File: src/rtl/fetch_sequencer_pkg.sv
// Shared core definitions used by the fetch and decode stages.
package fetch_sequencer_pkg;

  localparam int ADDR_W_DEF  = 32;
  localparam int INSTR_W_DEF = 32;

  // sethi 0,%g0 -- architectural no-op used for every bubble
  localparam logic [31:0] NOP_INSTR = 32'h0100_0000;

  // IF/ID bundle as seen by the decode stage (default widths)
  typedef struct packed {
    logic [INSTR_W_DEF-1:0] instr;
    logic [ADDR_W_DEF-1:0]  pc;
    logic                   valid;
  } ifid_t;

endpackage

File: src/rtl/fetch_sequencer_sat_counter.sv
// Saturating up-counter: holds at all-ones instead of wrapping.
module sat_counter
  import fetch_sequencer_pkg::*;
#(
  parameter int CNT_W = 16
) (
  input  logic             clk,
  input  logic             clr_n,
  input  logic             inc,
  output logic [CNT_W-1:0] count
);

  // count up on inc, stick at the top value
  always_ff @(posedge clk or negedge clr_n) begin
    if (!clr_n)                   count <= '0;
    else if (inc && (count != '1)) count <= count + CNT_W'(1);
  end

endmodule

File: src/rtl/fetch_sequencer.sv
// PC/nPC fetch sequencer with delayed-branch redirect and IF/ID register.
module fetch_sequencer
  import fetch_sequencer_pkg::*;
#(
  parameter int              ADDR_W   = ADDR_W_DEF,
  parameter int              INSTR_W  = INSTR_W_DEF,
  parameter logic [ADDR_W-1:0] RESET_PC = '0,
  parameter int              CNT_W    = 16
) (
  input  logic               clk,
  input  logic               rst_n,
  input  logic               stall_F,
  input  logic               stall_D,
  input  logic               branch_taken_ID,
  input  logic [ADDR_W-1:0]  branch_target_ID,
  input  logic               annul_slot_ID,
  output logic [ADDR_W-1:0]  imem_addr,
  input  logic [INSTR_W-1:0] imem_rdata,
  output logic [INSTR_W-1:0] instr_D,
  output logic [ADDR_W-1:0]  pc_D,
  output logic               valid_D,
  output logic [CNT_W-1:0]   stall_cnt,
  output logic [CNT_W-1:0]   annul_cnt
);

  // Same layout as ifid_t, sized by this instance's parameters
  typedef struct packed {
    logic [INSTR_W-1:0] instr;
    logic [ADDR_W-1:0]  pc;
    logic               valid;
  } ifid_w_t;

  localparam logic [INSTR_W-1:0] NOP = INSTR_W'(NOP_INSTR);

  logic [ADDR_W-1:0] pc, npc, tgt;
  ifid_w_t           ifid;
  logic              adv, any_stall;

  assign adv       = !stall_F && !stall_D;
  assign any_stall = stall_F || stall_D;
  // Targets are word aligned; low bits from ID are ignored
  assign tgt       = {branch_target_ID[ADDR_W-1:2], 2'b00};

  // PC/nPC pair: redirect on a taken branch, otherwise walk nPC forward
  always_ff @(posedge clk or negedge rst_n) begin
    if (!rst_n) begin
      pc  <= RESET_PC;
      npc <= RESET_PC + ADDR_W'(4);
    end else if (adv) begin
      if (branch_taken_ID) begin
        pc  <= tgt;
        npc <= tgt + ADDR_W'(4);
      end else begin
        pc  <= npc;
        npc <= npc + ADDR_W'(4);
      end
    end
  end

  // IF/ID: hold on stall_D, bubble on fetch-only stall, squash annulled slot
  always_ff @(posedge clk or negedge rst_n) begin
    if (!rst_n) begin
      ifid <= '{instr: NOP, pc: '0, valid: 1'b0};
    end else if (!stall_D) begin
      if (stall_F)            ifid <= '{instr: NOP,        pc: ifid.pc, valid: 1'b0};
      else if (annul_slot_ID) ifid <= '{instr: NOP,        pc: pc,      valid: 1'b0};
      else                    ifid <= '{instr: imem_rdata, pc: pc,      valid: 1'b1};
    end
  end

  assign imem_addr = pc;
  assign instr_D   = ifid.instr;
  assign pc_D      = ifid.pc;
  assign valid_D   = ifid.valid;

  sat_counter #(.CNT_W(CNT_W)) u_stall_cnt (
    .clk   (clk),
    .clr_n (rst_n),
    .inc   (any_stall),
    .count (stall_cnt)
  );

  sat_counter #(.CNT_W(CNT_W)) u_annul_cnt (
    .clk   (clk),
    .clr_n (rst_n),
    .inc   (adv && annul_slot_ID),
    .count (annul_cnt)
  );

endmodule

File: config.mk
export PLATFORM = sky130hd
export DESIGN_NAME = fetch_sequencer
export DESIGN_NICKNAME = d
export VERILOG_FILES = /design/src/rtl/fetch_sequencer_pkg.sv /design/src/rtl/fetch_sequencer_sat_counter.sv /design/src/rtl/fetch_sequencer.sv
export SDC_FILE = /design/constraint.sdc
export NUM_CORES = 1
export LEC_CHECK = 0
export CELL_PAD_IN_SITES_DETAIL_PLACEMENT = 1
export CELL_PAD_IN_SITES_GLOBAL_PLACEMENT = 1
export CORE_MARGIN = 1.5
export CORE_UTILIZATION = 33
export DETAILED_ROUTE_END_ITERATION = 8
export HOLD_SLACK_MARGIN = 0.1
export PLACE_DENSITY = 0.84
export SLEW_MARGIN = 25
export SYNTH_ARGS = -nofsm -noshare
export SYNTH_HDL_FRONTEND = slang
export SYNTH_SLANG_ARGS = --single-unit
export TNS_END_PERCENT = 20
File: constraint.sdc
create_clock -name clk -period 2.6 [get_ports clk]
set_input_delay 0.65 -clock clk [delete_from_list [all_inputs] [get_ports clk]]
set_output_delay 0.65 -clock clk [all_outputs]
set_load 0.03 [all_outputs]
Word level (Yosys, flattened, before mapping)
Cells that the tools add are included.
{"block": "classes", "add_sub_neg": 4, "n_eq_ne": 2, "muxes": 4, "n_bitwise": 2, "n_reduce_logical": 8}
{"op": "65-bit two-way mux", "count": 2}
{"op": "32-bit by 3-bit adder with 32-bit output (second input constant)", "count": 2}
{"op": "32-bit two-way mux", "count": 2}
{"op": "16-bit by 1-bit adder with 16-bit output (second input constant)", "count": 2}
{"op": "16-bit != test (second input constant)", "count": 2}
{"op": "1-bit logical AND", "count": 4}
{"op": "1-bit zero test", "count": 2}
{"op": "1-bit NOT", "count": 2}
{"op": "2-bit AND reduction", "count": 1}
{"op": "1-bit logical OR", "count": 1}
{"block": "totals", "register_bits": 161, "inputBits": 70, "output_inout_bits": 129, "wordCells": 27}

Logic depth before layout (Yosys ltp)
{"block": "logic_depth", "depth_word": 4, "depth_mapped": 14}

Modules after synthesis
From an unflattened synthesis, not the netlist that was laid out.
{"block": "unflattened", "cells_unflattened": 779, "area_unflattened_um2": 7842.5}
{"module": "fetch_sequencer", "instances": 1, "cells_per_inst": 635, "area_per_inst_um2": 6123.4, "seq_area_each_um2": 3080.5}
{"module": "sat_counter", "instances": 2, "cells_per_inst": 72, "area_per_inst_um2": 859.6, "seq_area_each_um2": 400.4}

Worst setup path before layout
No wires, ideal clock.
{"block": "synth_path", "path_kind": "input to register", "from": "input port branch_taken_ID", "to": "register npc[28]", "setup_time_ps": 138, "arrival_ps": 3343, "setup_slack_ps": -880, "stages": 14, "path_buffers": 6, "path_cell_list": "buf_6 -> buf_6 -> buf_4 -> buf_2 -> buf_2 -> buf_2 -> mux2_2 -> ha_1 -> inv_1 -> a2111oi_4 -> nand4_2 -> or4_4 -> mux2i_1 -> o221ai_2"}
{"block": "synth_via", "elab_chain_cells": 1}
{"element": "from (decl)", "line": "fetch_sequencer.sv:14", "source": "input logic branch_taken_ID,"}
{"element": "32-bit two-way mux", "line": "fetch_sequencer.sv:50", "source": "if (branch_taken_ID) begin"}
{"element": "to (signal assigned)", "line": "fetch_sequencer.sv:48", "source": "npc <= RESET_PC + ADDR_W'(4);"}
{"element": "to (signal assigned)", "line": "fetch_sequencer.sv:52", "source": "npc <= tgt + ADDR_W'(4);"}
{"element": "to (signal assigned)", "line": "fetch_sequencer.sv:55", "source": "npc <= npc + ADDR_W'(4);"}
{"element": "to (decl)", "line": "fetch_sequencer.sv:35", "source": "logic [ADDR_W-1:0] pc, npc, tgt;"}
Every way passes these cells.
A chain may end at the register's enable or synchronous reset.

Final worst setup path
{"block": "layout_path", "from": "input port branch_target_ID[4]", "to": "register npc[13]"}
{"block": "layout_via", "elab_chain_cells": 2}
{"element": "from (decl)", "line": "fetch_sequencer.sv:15", "source": "input logic [ADDR_W-1:0] branch_target_ID,"}
{"element": "32-bit by 3-bit adder with 32-bit output", "line": "fetch_sequencer.sv:52"}
{"element": "32-bit two-way mux", "line": "fetch_sequencer.sv:50"}
Every way passes these cells.

==> qor.csv <==
metric,value,unit
status,finished clean,
Fmax,395,MHz
count of final setup violators,0,
hold_ws,0.477,ns
Switch Pwr,2.76,mW
ys flop type,dfrtp_1,
mapped cell area,0.00757,sq mm
final antenna-violating net count,0,
RSZ-0062 raised after global routing,no,
wire per inst,18.2,um
Yosys cell types,58,
max cap viols,0,
Total GRT Usage,0.207,
Fillers,2503,
Synth top area share,0.506,
largest cells by area after synthesis,"dfrtp_1, nand2_1, a22o_1",
Overflow after GRT,0,
Worst EP arrival,2.84,ns
Worst-Skew Late Latency,0.43,ns
Ys Warns,0,
Mean Syn Cell Area,9.74,sq um
DR vias/cell,5.16,
Final nets,1101,
total core area,0.0226,sq mm
crit path launch type,input port,
critical-path maximum fanout,3,
clock power share,0.330,
total number of H-tree levels,4,
Root Driver,clkbuf_16,
Peak VDD IR,0.000435,V
Final Hold Vio Count,0,
Clock transition at path regs,0.08,ns
Port Buffers,192,
largest net degree at the start of global routing,60,
pwr dens,732,mW/mm^2
total power draw,8.06,mW
row cnt,55,
Post-synth EDFFs,0,
asr flop ratio synth,1.00,
Layout Cells excl Fill,1329,
Crit Path Category,in2reg,
CP endpoint kind,flop,
Initial Util,0.335,
first-pass GRT wire length,39200,um
Vias,6862,
clk buf depth,2,
die width,154,um
share of layout cells above drive strength 1,0.138,
number of CTS-inserted buffers,17,
DRT Pass-1 Iters,4,
Synth Instances,777,
Sink Count,155,
#FFs+latches synth,155,
DP Wirelength,17100,um
Synth area leader,dfrtp_1,
fin crit period,2.53,ns
sequential area share after synthesis,0.513,
Fin Setup TNS,0,ns
initial detailed-routing violation count,273,
Layout area overhead,45.5,%
cell internal pwr,5.30,mW
pins over their slew limit,0,
Die H,154,um
initial antenna violation count,2,
CP required,2.91,ns
routability cong.,0.793,
Tcrit/Tclk final,0.974,
Hold Crit Class,reg2reg,
Inst Count DP,1292,
sequential share of power,0.389,
total die area,0.0239,sq mm
number of global-route vias before repair,7504,
clock skew after layout,0.0137,ns
CTS tree,built,
# DRC,0,
Final Routed Wirelength,24100,um
Sw Share,0.342,
Ports,199,
combinational power share,0.280,
leak pwr,4.96,nW
layout make-up:
cell class,count,area [sq um],area share
clock inverters,15,186,0.0169
inverters,9,33.8,0.00307
flip-flops and latches,155,3880,0.352
diodes,3,7.51,0.000682
multi-input cells,566,3470,0.316
repair buffers,279,2650,0.240
well taps,285,357,0.0324
clock buffers,17,425,0.0386
power groups by stage:
stage	sequential, mW	clock [mW]	combinational [mW]
2_1_floorplan	3.67	0	0.649
3_3_place_gp	3.15	0	2.17
3_5_place_dp	3.18	0	2.26
4_1_cts	3.14	2.74	2.28
5_1_grt	3.20	2.83	2.42
6_report	3.14	2.66	2.26
through the flow:
stage	util	instance area [sq um]	setup slack [ns]
2_1_floorplan	-	7620	-0.717
3_3_place_gp	0.459	10400	-0.406
3_5_place_dp	0.459	10400	-0.487
4_1_cts	0.486	11000	0.00204
5_1_grt	0.488	11000	0.00653
6_report	0.488	11000	0.0680
Yosys cell counts (2+ instances only):
master	number
nor3b_1	5
and3_1	8
mux2_2	7
nand3b_1	7
and2_1	6
o211ai_1	9
nor4_1	5
mux2i_1	28
dfrtp_1	153
a22o_1	32
nand3_1	23
or2_2	4
buf_4	5
o21ai_0	41
buf_2	8
buf_6	2
nand4b_1	5
clkbuf_1	29
buf_1	6
nor2b_1	11
nand4_1	12
ha_1	3
nor3_1	16
a21o_1	4
and4_1	5
nand2_1	171
a21boi_0	2
a211oi_1	3
a22oi_1	7
xor2_1	23
dfstp_2	2
nor2_1	34
o22a_1	5
o221ai_1	2
or3_1	2
xnor2_1	30
a21oi_1	33
inv_1	9
cells by family after synthesis:
logic type,count (synthesis),share of synthesized area
other,1,0.000495
flip-flops,155,0.513
AO/OA/AOI/OAI,150,0.136
XOR/XNOR,53,0.0613
multiplexers,35,0.0474
buffers and inverters,59,0.0350
adder cells (fa/ha/maj),3,0.00496
AND/OR/NAND/NOR,321,0.202
critical path, cell delays in order:
cell,delay [ns]
clkdlybuf4s50_1,0.55
nand4_1,0.19
buf_4,0.19
a221oi_1,0.42
nand2_1,0.22
nor3b_1,0.30
a21oi_1,0.08
o22a_1,0.24
cell usage in the layout (no fill, tap or decap), types with 4 or more instances in the layout:
| master | count |
|---|---|
| o211ai_1 | 9 |
| inv_1 | 8 |
| o22a_1 | 5 |
| buf_4 | 82 |
| buf_12 | 5 |
| xor2_1 | 22 |
| mux2_2 | 5 |
| clkbuf_16 | 17 |
| mux2i_1 | 28 |
| a21o_1 | 4 |
| o21ai_0 | 41 |
| nand2_1 | 171 |
| xnor2_1 | 30 |
| conb_1 | 4 |
| dfrtp_1 | 153 |
| clkdlybuf4s50_1 | 187 |
| nor3_1 | 16 |
| nor2b_1 | 11 |
| inv_6 | 7 |
| nor2_1 | 32 |
| nand3_1 | 23 |
| nand4_1 | 12 |
| nand3b_1 | 7 |
| a22oi_1 | 7 |
| a22o_1 | 32 |
| and4_1 | 5 |
| and2_1 | 6 |
| nor4_1 | 5 |
| and3_1 | 8 |
| a21oi_1 | 33 |
| nand4b_1 | 5 |
| nor3b_1 | 5 |
path summary, 6_finish.rpt:
check,depth (start not counted),slack (ns),end,from
max,8,0.07,npc[13]$_DFFE_PN0N_,branch_target_ID[4]
min,2,0.48,pc_D[17]$_DFFE_PN0N_,pc_D[17]$_DFFE_PN0N_
min in group asynchronous,2,0.67,npc[8]$_DFFE_PN0N_,rst_n
max in group asynchronous,3,1.23,npc[2]$_DFFE_PN1N_,rst_n
max reg2reg,8,0.20,npc[28]$_DFFE_PN0N_,npc[2]$_DFFE_PN1N_
min reg2reg,2,0.48,pc_D[17]$_DFFE_PN0N_,pc_D[17]$_DFFE_PN0N_
sequential cells by signal (all words and copies together) (netlist names):
register           flops
instr_D               32
u_annul_cnt.count     16
npc                   30
pc_D                  30
imem_addr             30
u_stall_cnt.count     16
valid_D                1
per-layer routing:
layer,share of wire,up-vias,wire (um),GRT usage
li1,-,3207,-,-
met1,0.41,3449,9940,0.245
met2,0.51,181,12400,0.367
met3,0.063,25,1520,0.0614
met4,0.014,0,337,0.0504
met5,0,-,0,0
timing repair:
action | CTS | global route
setup endpoints to repair | 1 | 3
buffers inserted | 0 | 1
hold buffers | 1 | 0
gates resized for setup | 0 | 5
endpoints found under the hold margin | 2 | 0
pin swaps | 1 | 4
No activity file was read; power rests on OpenSTA's default activity.
